File: config.mk
export PLATFORM = sky130hd
export DESIGN_NAME = timer_cascada
export DESIGN_NICKNAME = d
export VERILOG_FILES = /design/src/rtl/timer_cascada_pkg.sv /design/src/rtl/timer_cascada_treapta_mod.sv /design/src/rtl/timer_cascada.sv
export SDC_FILE = /design/constraint.sdc
export NUM_CORES = 1
export LEC_CHECK = 0
export BUFFER_PORTS_ARGS = -buffer_cell sky130_fd_sc_hd__buf_2
export CAP_MARGIN = 30
export CORE_AREA = 4 4 67 69
export DETAILED_ROUTE_END_ITERATION = 6
export DIE_AREA = 0 0 71 73
export GPL_TIMING_DRIVEN = 0
export MAX_ROUTING_LAYER = met4
export SLEW_MARGIN = 20
export SYNTH_ARGS = -nofsm -noshare
export SYNTH_HDL_FRONTEND = slang
export SYNTH_SLANG_ARGS = --single-unit
File: constraint.sdc
create_clock -name clk_out_led -period 2.06 [get_ports clk_out_led]
set_input_delay 0.206 -clock clk_out_led [delete_from_list [all_inputs] [get_ports clk_out_led]]
set_output_delay 0.206 -clock clk_out_led [all_outputs]
set_load 0.02 [all_outputs]
File: src/rtl/timer_cascada_pkg.sv
// Shared constants, direction encoding and BCD helper for the cascaded timer.
package timer_cascada_pkg;

  localparam int unsigned DefModulus = 60;
  localparam int unsigned DefWidth   = 6;

  typedef enum logic {
    DirSus = 1'b0,
    DirJos = 1'b1
  } dir_e;

  // Two BCD digits for a value below 100: tens in the upper nibble.
  function automatic logic [7:0] bin_to_bcd(input int unsigned v);
    logic [3:0] tens;
    logic [3:0] units;
    tens  = 4'(v / 10);
    units = 4'(v % 10);
    return {tens, units};
  endfunction

endpackage

File: src/rtl/timer_cascada_treapta_mod.sv
// Single modulo-MODULUS counter stage (treapta_mod) with up/down stepping and clamped preset load.
module treapta_mod
  import timer_cascada_pkg::*;
#(
  parameter int unsigned WIDTH   = DefWidth,
  parameter int unsigned MODULUS = DefModulus
) (
  input  logic             clk_out_led,
  input  logic             reset,
  input  logic             step_i,
  input  dir_e             dir_i,
  input  logic             load_i,
  input  logic [WIDTH-1:0] load_val_i,
  output logic [WIDTH-1:0] val_o,
  output logic             at_max_o,
  output logic             at_zero_o
);

  localparam logic [WIDTH-1:0] MaxVal = WIDTH'(MODULUS - 1);

  logic [WIDTH-1:0] val_q, val_d;

  assign val_o     = val_q;
  assign at_max_o  = (val_q == MaxVal);
  assign at_zero_o = (val_q == '0);

  always_comb begin
    val_d = val_q;
    if (load_i) begin
      val_d = (load_val_i > MaxVal) ? MaxVal : load_val_i;
    end else if (step_i) begin
      if (dir_i == DirJos) begin
        val_d = at_zero_o ? MaxVal : val_q - WIDTH'(1);
      end else begin
        val_d = at_max_o ? '0 : val_q + WIDTH'(1);
      end
    end
  end

  always_ff @(posedge clk_out_led or posedge reset) begin
    if (reset) begin
      val_q <= '0;
    end else begin
      val_q <= val_d;
    end
  end

endmodule

File: src/rtl/timer_cascada.sv
// Cascaded up/down modulo counter with preset load, wrap/zero pulse and sticky expired flag.
// Optional BCD output under TIMER_CASCADA_BCD_EN.
module timer_cascada
  import timer_cascada_pkg::*;
#(
  parameter int unsigned STAGES  = 2,
  parameter int unsigned WIDTH   = DefWidth,
  parameter int unsigned MODULUS = DefModulus
) (
  input  logic                    clk_out_led,
  input  logic                    reset,
  input  logic                    pauza,
  input  logic                    jos,
  input  logic                    incarca,
  input  logic [STAGES*WIDTH-1:0] valoare_inc,
  output logic [STAGES*WIDTH-1:0] valoarea_bin,
`ifdef TIMER_CASCADA_BCD_EN
  output logic [STAGES*8-1:0]     valoarea_bcd,
`endif
  output logic                    carry_out,
  output logic                    expirat
);

  if (MODULUS < 2 || MODULUS > (2 ** WIDTH)) begin : g_param_chk
    $error("timer_cascada: MODULUS must lie in 2..2^WIDTH");
  end

  dir_e             dir;
  logic [STAGES-1:0] step, at_max, at_zero;
  logic [WIDTH-1:0]  stage_val [STAGES];
  logic              all_max, all_zero, hi_zero, is_one;
  logic              carry_q, carry_d, expirat_q, expirat_d;

  assign dir = dir_e'(jos);

  for (genvar i = 0; i < STAGES; i++) begin : g_stage
    treapta_mod #(
      .WIDTH  (WIDTH),
      .MODULUS(MODULUS)
    ) u_treapta (
      .clk_out_led(clk_out_led),
      .reset      (reset),
      .step_i     (step[i]),
      .dir_i      (dir),
      .load_i     (incarca),
      .load_val_i (valoare_inc[i*WIDTH +: WIDTH]),
      .val_o      (stage_val[i]),
      .at_max_o   (at_max[i]),
      .at_zero_o  (at_zero[i])
    );
    assign valoarea_bin[i*WIDTH +: WIDTH] = stage_val[i];
  end

  assign all_max  = &at_max;
  assign all_zero = &at_zero;

  always_comb begin
    hi_zero = 1'b1;
    for (int i = 1; i < STAGES; i++) begin
      hi_zero = hi_zero & at_zero[i];
    end
    is_one = hi_zero && (stage_val[0] == WIDTH'(1));
  end

  // Ripple enable: a stage steps only when every lower stage is about to wrap.
  // Down mode freezes the whole chain once it sits at zero.
  always_comb begin
    step    = '0;
    step[0] = !incarca && !pauza && !((dir == DirJos) && all_zero);
    for (int i = 1; i < STAGES; i++) begin
      step[i] = step[i-1] && ((dir == DirJos) ? at_zero[i-1] : at_max[i-1]);
    end
  end

  always_comb begin
    carry_d   = 1'b0;
    expirat_d = expirat_q;
    if (incarca) begin
      expirat_d = 1'b0;
    end else if (!pauza) begin
      if (dir == DirSus) begin
        carry_d   = all_max;
        expirat_d = 1'b0;
      end else if (all_zero) begin
        expirat_d = 1'b1;
      end else if (is_one) begin
        carry_d   = 1'b1;
        expirat_d = 1'b1;
      end
    end
  end

  always_ff @(posedge clk_out_led or posedge reset) begin
    if (reset) begin
      carry_q   <= 1'b0;
      expirat_q <= 1'b0;
    end else begin
      carry_q   <= carry_d;
      expirat_q <= expirat_d;
    end
  end

  assign carry_out = carry_q;
  assign expirat   = expirat_q;

`ifdef TIMER_CASCADA_BCD_EN
  if (MODULUS > 100) begin : g_bcd_chk
    $error("timer_cascada: BCD output requires MODULUS <= 100");
  end

  for (genvar i = 0; i < STAGES; i++) begin : g_bcd
    assign valoarea_bcd[i*8 +: 8] = bin_to_bcd(int unsigned'(stage_val[i]));
  end
`endif

endmodule

; After elaboration in Yosys (flattened, before gate mapping)
; Index checks and enable logic that the tools add are counted.
[totals]
ff_bits = 14
rom_bits = 0
word_cells = 53
output_inout_bits = 14
input_bits = 17
n_memories = 0
latch_bits = 0
mem_bits_rw = 0
[op_classes]
magnitude_cmp = 2
n_eq_ne = 5
n_div = 0
n_mux = 23
n_bitwise = 0
multipliers = 0
n_shift = 0
n_addsub = 4
n_reduce_logical = 15
[ops]
columns = cell, count
row1 = two-way mux 6 bit, 12
row2 = adder 6 x 1 -> 6 bit (second input constant), 2
row3 = equality test 6 bit (second input constant), 2
row4 = > comparator 6 bit (second input constant), 2
row5 = zero test 6 bit, 2
row6 = subtractor 6 x 1 -> 6 bit (second input constant), 2
row7 = two-way mux 1 bit, 11
row8 = equality test 6 x 1 -> 1 bit (second input constant), 1
row9 = AND reduction 2 bit, 3
row10 = logical AND 1 bit, 5
row11 = != test 4 x 1 -> 1 bit (second input constant), 1
row12 = nonzero test 2 bit, 2
row13 = zero test 1 bit, 3
row14 = != test 2 x 1 -> 1 bit (second input constant), 1

; Logic depth before layout (Yosys ltp)
; Gate-level depths: netlist of run 1.
[logic_depth]
depth_word = 8
ltp_mapped = 8
ltp_nobuf = 7

; By module
; A second synthesis of run 1 with hierarchy kept.
[hier_totals]
cells_unflattened = 179
hier_area_um2 = 1372.6
[by_module_without_submodules]
columns = module, cells_each, instances, seq_area_each_um2, area_per_inst_um2
row1 = treapta_mod, 80, 2, 150.1, 603.1
row2 = timer_cascada, 19, 1, 50.0, 166.4

; Worst setup path after synthesis of run 1
; No wires, ideal clock.
[synth_path]
kind = reg2reg
startpoint = register g_stage[1].u_treapta.val_q[0]
endpoint = register g_stage[1].u_treapta.val_q[4]
period_less_slack_ns = 2.108
slack_ns = -0.048
n_path_buf = 1
stages_incl_launch_ff = 8
t_arrival_ns = 2.031
required_ns = 1.983
setup_ns = 0.077
cell_sequence = dfrtp_1 clkbuf_1 inv_1 ha_1 and2_1 mux4_2 or3_1 a21oi_1
[synth_between]
elab_chain_cells = 7
word_cells_on_any_way = 15
classes_between = add/sub (2) / eq/ne (1) / mux (5) / reduce/logical (7)
[synth_lines]
columns = element, line_no
row1 = from (decl), timer_cascada_treapta_mod.sv:21  ; logic [WIDTH-1:0] val_q, val_d;
row2 = from (signal assigned), timer_cascada_treapta_mod.sv:44  ; val_q <= val_d;
row3 = branches (longest 7 deep; another with adder 6 x 1 -> 6 bit), n/a
; Parallel ways; which one is timed is not known. The select of a mux whose other input is x is not followed.
; A chain may end at the register's enable or synchronous reset.

; Worst setup path in the final report of run 1
; Ends and elaborated chain as after synthesis.

==> impl_metrics.json, run 1 <==
{
  "num_vias": 1537,
  "first_pass_iters": 4,
  "worstHoldPathType": "in2async",
  "rsz0062_at_grt": "no",
  "layout_worst_path_cycle_share_pct": 95.57,
  "cts_htree_levels": 1,
  "avgSynthCellArea_sq_um": 8.378,
  "pwr-share-comb_pct": 44.0,
  "synth_area_sq_mm": 0.001516,
  "clock_latency_ns": 0.24,
  "antenna_found_initial": 0,
  "fmax_mhz": 507.9,
  "synth_edf_count": 0,
  "coreArea_sq_mm": 0.003914,
  "worstPathRequired_ns": 2.23,
  "drc": 0,
  "final-setup-viol-count": 0,
  "reg2reg_depth": 8,
  "io_pins": 31,
  "start_util_pct": 38.75,
  "final.min_clock_period_ns": 1.969,
  "dieArea_sq_mm": 0.005183,
  "hold_viol": 0,
  "crit_fanout": 8,
  "die_h_um": 73,
  "utilization_pct": 47.03,
  "yosysUniqueCellTypes": 56,
  "cell_internal_pwr_mw": 0.6201,
  "port_buffers": 30,
  "final.setup.tns_ns": 0,
  "synthCells": 181,
  "cts_buffers": 3,
  "cts_buffer_depth": 2,
  "peakVddDrop_uv": 319.7,
  "hold_buffers": 0,
  "grt_pass1_vias": 1506,
  "antenna_cells": 0,
  "maxCapViolCount": 0,
  "synth-seq-cells": 14,
  "grtUsageTotal_pct": 17.90,
  "final_layout_size_suffix_gt1_share_pct": 32.26,
  "fin_nets": 243,
  "skew_ns": 0.002719,
  "powerDensity_mw_per_mm2": 545.9,
  "clk_transition_reported_paths_ns": 0.06,
  "whs_ns": 0.006516,
  "nFillCells": 399,
  "grt_pass1_wl_um": 7286,
  "fp-row-count": 23,
  "worst_pin_slew_ns": 0.5630,
  "wl_per_cell_um": 16.31,
  "syn_nets": 205,
  "seq_area_frac_synth_pct": 23.10,
  "area_growth_pct": 21.37,
  "switchingPower_mw": 0.3846,
  "drv_slew": 0,
  "reg2reg_slack_ns": 0.09,
  "ys_warn_count": 0,
  "grt_max_degree": 15,
  "vias_per_cell": 5.757,
  "seq_power_share_pct": 34.1,
  "crit_path_start_kind": "register",
  "place_congestion": 0.9165,
  "die_w_um": 71,
  "crit_path_end_kind": "register",
  "drt-initial-drc-count": 85,
  "cts_tree": "yes",
  "arrival_ns": 2.14,
  "synthArstFlopShare_pct": 100.0,
  "swShare_pct": 38.28,
  "root_buffer": "clkbuf_8",
  "slew_headroom_pct": 62.43,
  "clkPwrFrac_pct": 21.9,
  "totalWireLength_um": 4354,
  "status": "finished clean",
  "clkSinkCount": 14,
  "ant_nets": 0,
  "p_leak_nw": 0.8011,
  "dpl.hpwl_um": 3249,
  "synth-main-ff-cell": "dfrtp_1",
  "overflow": 0,
  "criticalPathCategory": "reg2reg"
}
## synth_stat cells (all sizes together) (3+ instances only)
library cell  number  share of area, %
a211oi             3               1.5
a21oi             12               4.5
a221oi             3               2.1
a22oi              4               2.0
and3               3               1.2
buf                8               3.5
clkbuf             6               1.5
dfrtp             14                23
ha                 7               5.8
inv                9               2.2
mux2i              3               2.0
nand2             11               2.7
nand3             12               4.0
nand4b             3               1.7
nor2              13               3.4
nor2b              6               2.5
nor3               5               1.6
nor3b              5               3.5
o211a              3               2.0
o21ai             11               3.6
or3                6               2.8
xor2               4               2.3
## area by class of cell
| type | instances | area, sq um | area share [%] |
|---|---|---|---|
| sequential | 14 | 354.1 | 19.24 |
| buffer | 14 | 86.33 | 4.691 |
| inverter | 9 | 36.28 | 1.971 |
| timing repair buffer | 33 | 182.7 | 9.925 |
| tap | 50 | 62.56 | 3.399 |
| clock buffer | 3 | 41.29 | 2.243 |
| multi-input combinational | 144 | 1077 | 58.53 |
## power groups by stage
stage	logic, mW	registers, mW	clock network [mW]
global route	0.486	0.346	0.243
detailed placement	0.416	0.346	0
global placement	0.417	0.344	0
finish	0.442	0.343	0.220
CTS	0.425	0.343	0.224
floorplan	0.269	0.368	0
## kinds of logic (layout without fill, tap and decap cells)
family                     count (synthesis)  count (layout)  synth area share, %
AOI/OAI and AO/OA                         53              53                26.57
buffers and inverters                     23              59                7.178
muxes                                      6               6                5.693
DFF                                       14              14                23.10
and+or+nand+nor                           74              74                29.37
adders and majority gates                  7               7                5.775
xor gates and xnor gates                   4               4                2.310
## state kept, by name (all words and copies together) (netlist names)
name                     count
expirat                      1
carry_out                    1
g_stage.u_treapta.val_o     12
## stage by stage
stage	instance area (sq um)	power, mW	std cells	setup slack [ns]
global route	1841	1.075	267	0.002021
global placement	1730	0.7618	261	-0.06528
floorplan	1518	0.6374	181	0.03070
finish	1841	1.005	267	0.09123
CTS	1788	0.9918	264	0.008425
detailed placement	1730	0.7622	261	-0.08857
## worst paths after layout
path / start / end
setup / recovery: g_stage[1].u_treapta.val_o[0] / g_stage[1].u_treapta.val_o[4]
hold / removal: reset / g_stage[1].u_treapta.val_o[5]
setup reg to reg: g_stage[1].u_treapta.val_o[0] / g_stage[1].u_treapta.val_o[4]
hold reg to reg: expirat / expirat
max in group asynchronous: reset / g_stage[0].u_treapta.val_o[1]
min in group clk_out_led: valoare_inc[7] / g_stage[1].u_treapta.val_o[1]
## layout by cell type, fill, tap and decap left out, drive strengths merged, types with 4 or more instances in the layout
| cell type | instances |
|---|---|
| nand2 | 11 |
| nor2b | 6 |
| nor2 | 13 |
| nor3 | 5 |
| nor3b | 5 |
| nand3 | 12 |
| a22oi | 4 |
| xor2 | 4 |
| a21oi | 12 |
| buf | 41 |
| ha | 7 |
| o21ai | 11 |
| or3 | 6 |
| clkbuf | 9 |
| inv | 9 |
| dfrtp | 14 |
## repair_timing
item / in CTS / in global routing
setup endpoints to repair: 4 / 10
pin swaps: 0 / 1
buffers inserted: 0 / 3
endpoints found under the hold margin: 0 / 0
gates resized for setup: 7 / 7
## worst max-delay path, stage by stage (launching register included)
cell	delay [ns]
dfrtp_1	0.41
buf_8	0.15
inv_4	0.08
ha_4	0.14
nor2b_1	0.12
o21ai_0	0.08
mux4_2	0.48
or3_1	0.32
a21oi_1	0.12
## routing by layer
| layer | vias up | global-route usage [%] | part of all wire, % |
|---|---|---|---|
| met4 | 0 | 3.340 | 1.6 |
| met1 | 745 | 22.66 | 46 |
| met2 | 36 | 30.07 | 49 |
| li1 | 748 | - | - |
| met5 | - | - | 0 |
| met3 | 8 | 3.444 | 3.8 |
Note: power is estimated with default switching activity, not from simulation.
==> run 2, diff against run 1 <==
==> constraint.sdc (replaced) <==
create_clock -name clk_out_led -period 1.93 [get_ports clk_out_led]
set_input_delay 0.193 -clock clk_out_led [delete_from_list [all_inputs] [get_ports clk_out_led]]
set_output_delay 0.193 -clock clk_out_led [all_outputs]
set_load 0.02 [all_outputs]
==> run 2 against run 1 <==
Compared with the run above:
- the flow now finishes with violations (negative hold slack, negative setup slack)
- die area is the same
- sequential power grew 7.0%
- critical path depth shrank 2
- worst hold slack lost 0.016 ns
- critical path type unchanged
- register-to-register slack lost 0.16 ns
==> impl_metrics.json, run 2 (synthesized netlist as in run 1, its figures left out) <==
{
  "maxCapViolCount": 0,
  "fin_total_pwr_mw": 1.189,
  "clkSinkCount": 14,
  "powerDensity_mw_per_mm2": 568.7,
  "skew_ns": 0.001024,
  "worstPathRequired_ns": 2.05,
  "area_growth_pct": 37.87,
  "reg2reg_depth": 6,
  "rsz0062_at_grt": "yes",
  "num_vias": 1695,
  "criticalPathCategory": "reg2reg",
  "first_pass_iters": 4,
  "worstHoldPathType": "in2async",
  "die_h_um": 73,
  "cts_buffers": 3,
  "clock_latency_ns": 0.25,
  "coreArea_sq_mm": 0.003914,
  "place_area_sq_mm": 0.001743,
  "post-route-cell-area_sq_mm": 0.002091,
  "grt_pass1_vias": 1521,
  "crit_path_start_kind": "register",
  "crit_path_end_kind": "register",
  "worst_pin_slew_ns": 0.5741,
  "slowest_delay_ns": 0.51,
  "drv_slew": 0,
  "critPathSlowestCell": "or4b_1",
  "place_congestion": 0.8921,
  "whs_ns": -0.009422,
  "overflow": 0,
  "vias_per_cell": 5.865,
  "peakVddDrop_uv": 359.8,
  "slew_headroom_pct": 61.69,
  "antenna_found_initial": 0,
  "final_cells": 289,
  "totalWireLength_um": 4833,
  "reg2reg_to": "g_stage[0].u_treapta.val_o[5]",
  "utilization_pct": 53.42,
  "wl_per_cell_um": 16.72,
  "final.min_clock_period_ns": 2.003,
  "grt_max_degree": 15,
  "final-setup-viol-count": 2,
  "reg2reg_slack_ns": -0.07,
  "fmax_mhz": 499.2,
  "fp-row-count": 23,
  "final_layout_size_suffix_gt1_share_pct": 43.10,
  "violations": "negative hold slack, negative setup slack",
  "hold_viol": 14,
  "layout_worst_path_cycle_share_pct": 103.8,
  "path_cells": "buf_6 -> or4b_1 -> or3_1 -> a22oi_1 -> o211a_1 -> o31ai_2",
  "drt-initial-drc-count": 134,
  "grt_pass1_wl_um": 7438,
  "crit_fanout": 6,
  "root_buffer": "clkbuf_8",
  "status": "finished, violations left",
  "port_buffers": 30,
  "cts_tree": "yes",
  "startpoint": "g_stage[0].u_treapta.val_o[0]",
  "ant_nets": 0,
  "dp_cells": 261,
  "endpoint": "g_stage[0].u_treapta.val_o[5]",
  "cts_htree_levels": 1,
  "cts_buffer_depth": 2,
  "grtUsageTotal_pct": 18.60,
  "mostFrequentLayoutCell": "buf_2",
  "clk_transition_reported_paths_ns": 0.06,
  "io_pins": 31,
  "arrival_ns": 2.12,
  "die_w_um": 71,
  "drc": 0,
  "fin_ws_ns": -0.07316,
  "dieArea_sq_mm": 0.005183,
  "p_leak_nw": 0.9192,
  "fin_nets": 264,
  "start_util_pct": 38.75,
  "final.setup.tns_ns": -0.1004,
  "final_cell_mix": "buf_2 (37), buf_4 (20), nor2_1 (12), nand3_1 (11)",
  "dpl.hpwl_um": 3214,
  "r2r_start": "g_stage[0].u_treapta.val_o[0]",
  "largest_reg_flops": 12,
  "antenna_cells": 0
}
-- run 2: cell types whose count changed in the layout (fill, tap and decap cells not counted), moves of 2 or more --
cell / before / now
buf_4: 1 / 20
buf_6: 2 / 5
a221oi_1: 2 / 0
a221oi_2: 1 / 3
dfrtp_1: 11 / 9
dfrtp_2: 3 / 5
or3_1: 5 / 3
or3_4: 1 / 3
-- run 2: worst min-delay path by stage --
stage,to,slack (ns),from,depth (start not counted)
6_report,g_stage[1].u_treapta.val_o[2],-0.009,reset,2
5_1_grt,expirat,0.04,reset,2
4_1_cts,carry_out,0.001,reset,2
3_5_place_dp,g_stage[1].u_treapta.val_o[5],0.27,reset,2
3_3_place_gp,g_stage[1].u_treapta.val_o[3],0.26,reset,2
2_1_floorplan,carry_out,0.08,reset,1
-- run 2: power breakdown --
group / switching [mW] / internal [mW] / leakage [nW] / total (mW)
Combinational: 0.303 / 0.260 / 0.734 / 0.563
Sequential: 0.0431 / 0.324 / 0.163 / 0.367
Clock: 0.113 / 0.146 / 0.0228 / 0.259
Total: 0.458 / 0.730 / 0.919 / 1.19
-- run 2: final cells by class --
class                   instances  area [sq um]
well taps                      50         62.56
inverters                       9         41.29
clock buffers                   4         45.04
fillers                       383          1823
plain buffers                  13         82.58
repair buffers                 54         339.1
multi-input cells             145          1164
flip-flops and latches         14         356.6
-- run 2: timing repair --
action,CTS,global route
hold buffers,0,0
pin swaps,1,7
resized for setup,11,18
buffers inserted,8,15
endpoints found under the setup margin,11,10
cloned,0,2
-- run 2: layer usage --
metal  wire length (um)  track usage (%)  vias up
met3                255            3.581       15
met2               2399            29.76       63
met1               2054            24.45      822
met5                  0                -        -
met4                123            4.175        0
li1                   -                -      795
-- run 2: stage by stage --
| stage | hold slack [ns] | worst slack [ns] |
|---|---|---|
| 2_1_floorplan | 0.08202 | -0.007977 |
| 3_3_place_gp | 0.2617 | -0.1197 |
| 3_5_place_dp | 0.2743 | -0.1246 |
| 4_1_cts | 0.001300 | -0.03021 |
| 5_1_grt | 0.03859 | -0.1257 |
| 6_report | -0.009422 | -0.07316 |
-- run 2: critical path, delay by kind of cell, from the launching register on --
kind / cells / cell delay [ns]
AND/OR/NAND/NOR: 2 / 0.84
flip-flops: 1 / 0.46
AO/OA/AOI/OAI: 3 / 0.42
buffers and inverters: 1 / 0.15
==> run 3, diff against run 2 <==
--- a/config.mk
+++ b/config.mk
@@ -7,11 +7,14 @@
 export LEC_CHECK = 0
 export BUFFER_PORTS_ARGS = -buffer_cell sky130_fd_sc_hd__buf_2
 export CAP_MARGIN = 30
-export CORE_AREA = 4 4 67 69
+export CELL_PAD_IN_SITES_DETAIL_PLACEMENT = 1
+export CELL_PAD_IN_SITES_GLOBAL_PLACEMENT = 2
+export CORE_AREA = 4 4 74 76
 export DETAILED_ROUTE_END_ITERATION = 6
-export DIE_AREA = 0 0 71 73
+export DIE_AREA = 0 0 78 80
 export GPL_TIMING_DRIVEN = 0
 export MAX_ROUTING_LAYER = met4
+export PLACE_DENSITY_LB_ADDON = 0.1
 export SLEW_MARGIN = 20
 export SYNTH_ARGS = -nofsm -noshare
 export SYNTH_HDL_FRONTEND = slang
==> run 3 against run 2 <==
Compared with the run above:
- the flow still finishes with violations (negative hold slack, negative setup slack)
- sequential power about the same
- cell area is 1.1% higher
- clock power grew 10%
- wire length increased by 13%
- global-route usage is essentially flat
- flip-flop and latch count is the same
- maximum frequency is 2.1% higher
==> impl_metrics.json, run 3 (synthesized netlist as in run 1, its figures left out) <==
{
  "grt_pass1_wl_um": 9052,
  "grt_max_degree": 15,
  "ant_nets": 0,
  "drt-initial-drc-count": 143,
  "first_pass_iters": 6,
  "reg2reg_slack_ns": -0.03,
  "fin_ws_ns": -0.03140,
  "worst_pin_slew_ns": 0.5788,
  "arrival_ns": 2.13,
  "clkSinkCount": 14,
  "path_cells": "buf_4 -> ha_2 -> o211a_1 -> mux4_2 -> or3_4 -> a21oi_2",
  "skew_ns": 0.003609,
  "drv_slew": 0,
  "post-route-cell-area_sq_mm": 0.002113,
  "crit_path_start_kind": "register",
  "vias_per_cell": 5.462,
  "hold_buffers": 0,
  "root_buffer": "clkbuf_8",
  "final.min_clock_period_ns": 1.961,
  "port_buffers": 30,
  "cts_htree_levels": 1,
  "antenna_cells": 0,
  "slew_headroom_pct": 61.41,
  "r2r_start": "g_stage[1].u_treapta.val_o[0]",
  "io_pins": 31,
  "dpl.hpwl_um": 3833,
  "cts_buffers": 3,
  "fp-row-count": 25,
  "final.setup.tns_ns": -0.03140,
  "utilization_pct": 44.74,
  "die_w_um": 78,
  "fmax_mhz": 509.8,
  "slowest_delay_ns": 0.50,
  "clock_latency_ns": 0.24,
  "overflow": 0,
  "cts_buffer_depth": 2,
  "fin_total_pwr_mw": 1.231,
  "place_area_sq_mm": 0.001764,
  "cts_tree": "yes",
  "start_util_pct": 32.11,
  "whs_ns": -0.01165,
  "powerDensity_mw_per_mm2": 582.4,
  "coreArea_sq_mm": 0.004723,
  "grtUsageTotal_pct": 18.61,
  "die_h_um": 80,
  "final-setup-viol-count": 1,
  "critPathSlowestCell": "mux4_2",
  "reg2reg_depth": 6,
  "crit_fanout": 6,
  "num_vias": 1633,
  "grt_pass1_vias": 1715,
  "drc": 0,
  "antenna_found_initial": 0,
  "layout_worst_path_cycle_share_pct": 101.6,
  "p_leak_nw": 0.8861,
  "worstPathRequired_ns": 2.10,
  "mostFrequentLayoutCell": "buf_2",
  "area_growth_pct": 39.36,
  "dieArea_sq_mm": 0.006240,
  "final_cells": 299,
  "final_layout_size_suffix_gt1_share_pct": 46.98,
  "place_congestion": 0.8406,
  "crit_path_end_kind": "register",
  "violations": "negative hold slack, negative setup slack",
  "status": "finished, violations left",
  "largest_reg_flops": 12,
  "clk_transition_reported_paths_ns": 0.06,
  "maxCapViolCount": 0,
  "dp_cells": 278,
  "hold_viol": 14,
  "final_cell_mix": "buf_2 (35), buf_4 (14), nand3_1 (11), nor2_1 (10), nand2_1 (10)",
  "totalWireLength_um": 5462,
  "peakVddDrop_uv": 346.8,
  "criticalPathCategory": "reg2reg",
  "fin_nets": 257,
  "reg2reg_to": "g_stage[1].u_treapta.val_o[4]",
  "rsz0062_at_grt": "yes",
  "worstHoldPathType": "in2async",
  "wl_per_cell_um": 18.27
}
run 3: through the flow:
| step | setup slack (ns) | hold slack (ns) |
|---|---|---|
| 3_3_place_gp | -0.1463 | 0.2677 |
| 2_1_floorplan | -0.007977 | 0.08202 |
| 5_1_grt | -0.07018 | 0.03880 |
| 6_report | -0.03140 | -0.01165 |
| 3_5_place_dp | -0.1884 | 0.2740 |
| 4_1_cts | -0.06651 | 0.008120 |
run 3: worst max-delay path by stage:
| stage | start | end | depth (start not counted) |
|---|---|---|---|
| 6_report | g_stage[1].u_treapta.val_o[0] | g_stage[1].u_treapta.val_o[4] | 6 |
| 3_3_place_gp | g_stage[1].u_treapta.val_o[0] | g_stage[1].u_treapta.val_o[4] | 8 |
| 3_5_place_dp | g_stage[1].u_treapta.val_o[0] | g_stage[1].u_treapta.val_o[4] | 8 |
| 5_1_grt | g_stage[1].u_treapta.val_o[0] | g_stage[1].u_treapta.val_o[4] | 6 |
| 4_1_cts | g_stage[1].u_treapta.val_o[0] | g_stage[1].u_treapta.val_o[4] | 8 |
| 2_1_floorplan | g_stage[1].u_treapta.val_o[0] | g_stage[1].u_treapta.val_o[4] | 8 |
run 3: what timing repair did:
action,4_1_cts,5_1_grt
pin swaps,8,11
gates resized for setup,18,24
setup endpoints to repair,12,12
setup buffers,14,5
cloned,1,0
run 3: layout make-up:
cell class                      instances  area (sq um)
Timing Repair Buffer                   47         297.8
Buffer                                 13         85.08
Sequential cell                        14         356.6
Clock buffer                            4         55.05
Fill cell                             570          2610
Multi-Input combinational cell        145          1191
Inverter                                9         43.79
Tap cell                               67         83.83
run 3: critical path: cells and delay by family (launching register included):
family	cells	cell delay, ns
fa+ha+maj	1	0.22
mux	1	0.50
flops	1	0.42
buf+inv	1	0.14
simple gates	1	0.36
compound gates	2	0.25
run 3: power breakdown:
part           leakage [nW]  switching [mW]  internal (mW)
Sequential            0.163          0.0432          0.324
Combinational         0.695           0.322          0.255
Clock                0.0288           0.106          0.180
Total                 0.886           0.471          0.760
run 3: per-layer routing:
metal	vias up	GRT usage [%]	wire [um]
li1	780	-	-
met1	810	26.25	2698
met2	41	29.37	2535
met3	2	1.580	207
met4	0	3.497	20
met5	-	-	0
